--- src/rtl/mips16_pipe_pkg.sv ---
// Shared types and constants for the destination-tracking pipeline.
package mips16_pipe_pkg;

  localparam int REG_ADDR_W = 3;
  localparam int INSTR_W    = 16;

  localparam logic [INSTR_W-1:0] NOP_INSTR = 16'h0000;

  // One pipeline slot: what the hazard unit needs plus the instruction word.
  typedef struct packed {
    logic                  valid;
    logic                  write_en;
    logic [REG_ADDR_W-1:0] dest;
    logic [INSTR_W-1:0]    instr;
  } pipe_slot_t;

  localparam pipe_slot_t BUBBLE_SLOT = '{
    valid:    1'b0,
    write_en: 1'b0,
    dest:     '0,
    instr:    NOP_INSTR
  };

  // A slot only produces a hazard when it really writes; r0 is never a hazard
  // because its dest value is already zero.
  function automatic logic [REG_ADDR_W-1:0] eff_dest(input pipe_slot_t s);
    return (s.valid && s.write_en) ? s.dest : '0;
  endfunction

endpackage

--- src/rtl/pipe_slot_reg.sv ---
// Single pipeline slot register with synchronous reset and bubble select.
module pipe_slot_reg
  import mips16_pipe_pkg::*;
(
  input  logic       clk,
  input  logic       rst,
  input  logic       load_bubble,
  input  pipe_slot_t d,
  output pipe_slot_t q
);

  // Load the next slot contents, a bubble, or flush on reset.
  always_ff @(posedge clk) begin
    // NOTE: non-blocking assignment so every slot samples its neighbour's
    // pre-edge value; blocking here would let an instruction skip stages.
    if (rst || load_bubble) q <= BUBBLE_SLOT;
    else                    q <= d;
  end

endmodule

--- src/rtl/dest_track_pipeline.sv ---
// Carries destination registers through EX/MEM/WB for the hazard unit,
// inserts bubbles on stall, and keeps stall/retire statistics.
module dest_track_pipeline
  import mips16_pipe_pkg::*;
#(
  parameter int MAX_STALL = 3,
  parameter int CNT_W     = 16
) (
  input  logic                  clk,
  input  logic                  rst,
  input  logic                  id_valid,
  input  logic [INSTR_W-1:0]    id_instr,
  input  logic [REG_ADDR_W-1:0] id_dest,
  input  logic                  id_write_en,
  input  logic                  pipeline_stall_n,
  output logic [REG_ADDR_W-1:0] ex_op_dest,
  output logic [REG_ADDR_W-1:0] mem_op_dest,
  output logic [REG_ADDR_W-1:0] wb_op_dest,
  output logic [INSTR_W-1:0]    ex_instr,
  output logic                  ex_valid,
  output logic                  if_id_hold,
  output logic                  bubble_inserted,
  output logic [CNT_W-1:0]      stall_cycles,
  output logic [CNT_W-1:0]      retired_cnt,
  output logic                  stall_err
);

  localparam int RUN_W = $clog2(MAX_STALL + 1);

  logic       stall;
  pipe_slot_t id_slot;
  pipe_slot_t ex_slot, mem_slot, wb_slot;
  logic [RUN_W-1:0] run_cnt;

  assign stall = !pipeline_stall_n;

  // Pack the ID-stage fields into a slot.
  always_comb begin
    id_slot          = BUBBLE_SLOT;
    id_slot.valid    = id_valid;
    id_slot.write_en = id_write_en;
    id_slot.dest     = id_dest;
    id_slot.instr    = id_instr;
  end

  // The slots always advance; a stall only replaces what enters EX.
  pipe_slot_reg u_ex (
    .clk         (clk),
    .rst         (rst),
    .load_bubble (stall || !id_valid),
    .d           (id_slot),
    .q           (ex_slot)
  );

  pipe_slot_reg u_mem (
    .clk         (clk),
    .rst         (rst),
    .load_bubble (1'b0),
    .d           (ex_slot),
    .q           (mem_slot)
  );

  pipe_slot_reg u_wb (
    .clk         (clk),
    .rst         (rst),
    .load_bubble (1'b0),
    .d           (mem_slot),
    .q           (wb_slot)
  );

  // Effective destinations straight from slot registers, so the hazard unit
  // sees no combinational path back from its own stall output.
  assign ex_op_dest  = eff_dest(ex_slot);
  assign mem_op_dest = eff_dest(mem_slot);
  assign wb_op_dest  = eff_dest(wb_slot);
  assign ex_instr    = ex_slot.instr;
  assign ex_valid    = ex_slot.valid;
  assign if_id_hold  = stall;

  // Bubble flag, statistics counters and the stall-run watchdog.
  always_ff @(posedge clk) begin
    if (rst) begin
      bubble_inserted <= 1'b0;
      stall_cycles    <= '0;
      retired_cnt     <= '0;
      run_cnt         <= '0;
      stall_err       <= 1'b0;
    end else begin
      // Only a stall-driven bubble is reported; id_valid=0 bubbles are normal.
      bubble_inserted <= stall;

      if (wb_slot.valid && (retired_cnt != '1))
        retired_cnt <= retired_cnt + 1'b1;

      if (stall) begin
        if (stall_cycles != '1) stall_cycles <= stall_cycles + 1'b1;
        // A run longer than the pipeline depth means the producer already
        // left WB, so the hazard unit is stuck.
        if (run_cnt == RUN_W'(MAX_STALL)) stall_err <= 1'b1;
        else                              run_cnt   <= run_cnt + 1'b1;
      end else begin
        run_cnt <= '0;
      end
    end
  end

endmodule
--- config.mk ---
export PLATFORM = sky130hd
export DESIGN_NAME = dest_track_pipeline
export DESIGN_NICKNAME = d
export VERILOG_FILES = /design/src/rtl/mips16_pipe_pkg.sv /design/src/rtl/pipe_slot_reg.sv /design/src/rtl/dest_track_pipeline.sv
export SDC_FILE = /design/constraint.sdc
export NUM_CORES = 1
export LEC_CHECK = 0
export CORE_AREA = 8 8 113 89
export CTS_CLUSTER_SIZE = 24
export DETAILED_ROUTE_END_ITERATION = 8
export DIE_AREA = 0 0 121 97
export HOLD_SLACK_MARGIN = 0.02
export PLACE_DENSITY = 0.77
export SLEW_MARGIN = 20
export SYNTH_ARGS = -nofsm -noshare
export SYNTH_HDL_FRONTEND = slang
export SYNTH_HIERARCHICAL = 1
export SYNTH_SLANG_ARGS = --single-unit
--- constraint.sdc ---
create_clock -name clk -period 3.5 [get_ports clk]
set_input_delay 0.7 -clock clk [delete_from_list [all_inputs] [get_ports clk]]
set_output_delay 0.7 -clock clk [all_outputs]
set_load 0.02 [all_outputs]
==> impl_metrics.tcl <==
set metrics [dict create \
    outcome "complete, no violations" \
    placedInstanceArea_um2 3810 \
    detail_route.first_pass.iterations 4 \
    pwr_density_cell_nw_per_um2 360 \
    slew_headroom_pct 47.0 \
    synth_cells 282 \
    fin_skew_ns 0.0127 \
    crit_path_start_kind "input pin" \
    cts.clk_slew.worst_paths_ns 0.07 \
    gp_congestion 0.730 \
    power_frac_comb_pct 7.0 \
    rsz0062_at_grt "no" \
    start_util_pct 35.6 \
    fin_nets 396 \
    dieArea_um2 11700 \
    fp.dieW_um 121 \
    slew_violations 0 \
    n_fill_cell 756 \
    fmaxAchievable_mhz 349 \
    num_antenna_cells 0 \
    cts_setup_buffers 0 \
    core_um2 8240 \
    tritoncts "yes" \
    crit_type "in -> out" \
    via_per_inst 5.10 \
    post-route-period-util_pct 81.9 \
    cts_buffers 9 \
    cts_resized 0 \
    insertion_delay_ns 0.34 \
    grt_max_degree 34 \
    hp-class "reg -> reg" \
    ir_drop_uv 296 \
    hold_slack_ns 0.476 \
    avgSynthCellArea_um2 10.4 \
    cp_max_fo 12 \
    critPathArrivalTime_ns 2.17 \
    multi_input_comb_area_um2 1460 \
    die_y_um 97 \
    port_buffers 84 \
    grt_pass1_wl_um 12200 \
    rows 29 \
    cts_hold_buf 0 \
    ant_nets 0 \
    drv_cap 0 \
    p_int_mw 1.10 \
    p_clk_share_pct 38.6 \
    drt-initial-drc-count 144 \
    drc 0 \
    root_buffer "clkbuf_8" \
    p_leak_nw 1.37 \
    swShare_pct 23.5 \
    grt_usage_pct 12.6 \
    ios 85 \
    seqPwrFrac_pct 54.4 \
    final_area_um2 3980 \
    htreeDepth 3 \
    syn_to_final_growth_pct 35.6 \
    setup_viol 0 \
    antenna_found_initial 0 \
    grt_overflow 0 \
    cp_data_required_time_ns 2.80 \
    synth_warnings 6 \
    worst_pin_slew_ns 0.787 \
    drive_above_1_share_pct 15.8 \
    clock-sinks 67 \
    finalHoldViolCount 0 \
    wl_per_cell_um 15.0 \
    layout_min_cycle_time_ns 2.87 \
    dpl.hpwl_um 5310 \
    setup_tns_ns 0 \
    register_area_um2 1340 \
    end_kind "output pin" \
    netlist_area_um2 2930 \
    p_sw_mw 0.337 \
    routed_wl_um 7210 \
    via_count 2453 \
    clockBufferDepth 2 \
    grt_pass1_vias 2438 \
]
[through the flow]
stage | utilization [%] | setup WS, ns | cells | power, mW
4_1_cts | 48.3 | 0.638 | 481 | 1.46
5_1_grt | 48.3 | 0.557 | 481 | 1.50
3_5_place_dp | 46.2 | 0.652 | 466 | 0.899
6_report | 48.3 | 0.635 | 481 | 1.43
2_1_floorplan | - | 1.46 | 285 | 0.857
3_3_place_gp | 46.2 | 0.671 | 466 | 0.896
[metal layers]
metal	track usage, %	wire [um]	vias up	share of wire, %
met5	0	0	-	0
met2	19.0	3290	82	46
met4	2.30	17	0	0.24
met1	15.5	3180	1149	44
li1	-	-	1218	-
met3	6.56	728	4	10
[sequential cells by signal (all words and copies together), names as in the netlist]
register,flops
u_ex/q,21
run_cnt,2
u_wb/q,5
u_mem/q,5
stall_cycles,16
bubble_inserted,1
retired_cnt,16
stall_err,1
[path summary, 6_finish.rpt]
| path | start | end | slack [ns] | cells after the start |
|---|---|---|---|---|
| setup / recovery | pipeline_stall_n | if_id_hold | 0.63 | 3 |
| hold reg to reg | u_ex/q[16] | u_mem/q[16] | 0.48 | 1 |
| setup reg to reg | retired_cnt[13] | retired_cnt[13] | 1.43 | 5 |
| hold / removal | u_ex/q[16] | u_mem/q[16] | 0.48 | 1 |
[power groups by stage]
stage | clock network (mW) | registers, mW | logic (mW)
final | 0.553 | 0.780 | 0.101
after global routing | 0.615 | 0.781 | 0.108
after CTS | 0.580 | 0.780 | 0.102
after detailed placement | 0 | 0.797 | 0.102
after global placement | 0 | 0.797 | 0.0993
after floorplan | 0 | 0.806 | 0.0513
[layout by cell type, fill, tap and decap left out, types with 2 or more instances in the layout]
cell type / n
mux2_2: 2
or3_1: 10
clkinvlp_4: 3
mux2i_1: 4
buf_4: 4
clkbuf_8: 10
nand2_1: 14
or4_1: 6
nor2b_1: 3
o31ai_1: 7
and3_1: 10
nor3b_2: 28
nor2_1: 16
conb_1: 4
and4_1: 5
ha_1: 3
nor4_1: 3
nand3_1: 6
xor2_1: 3
nor3b_1: 4
and2_1: 2
nor3_1: 9
clkdlybuf4s50_1: 83
a21oi_1: 22
inv_1: 2
o21ai_0: 14
nand4_1: 9
dfxtp_1: 67
[worst max-delay path, cell delays in order]
cell and delay, ns:
clkdlybuf4s50_1 0.61, inv_1 0.22, clkdlybuf4s50_1 0.64
[cell type report]
class                           instances  area share (%)
Clock buffer                           11            3.55
Sequential cell                        67            33.7
Multi-Input combinational cell        201            36.7
Inverter                                2           0.189
Timing Repair Buffer                   88            21.8
Clock inverter                          4           0.692
Tap cell                              108            3.40
Power figures use the tool's default switching activity.
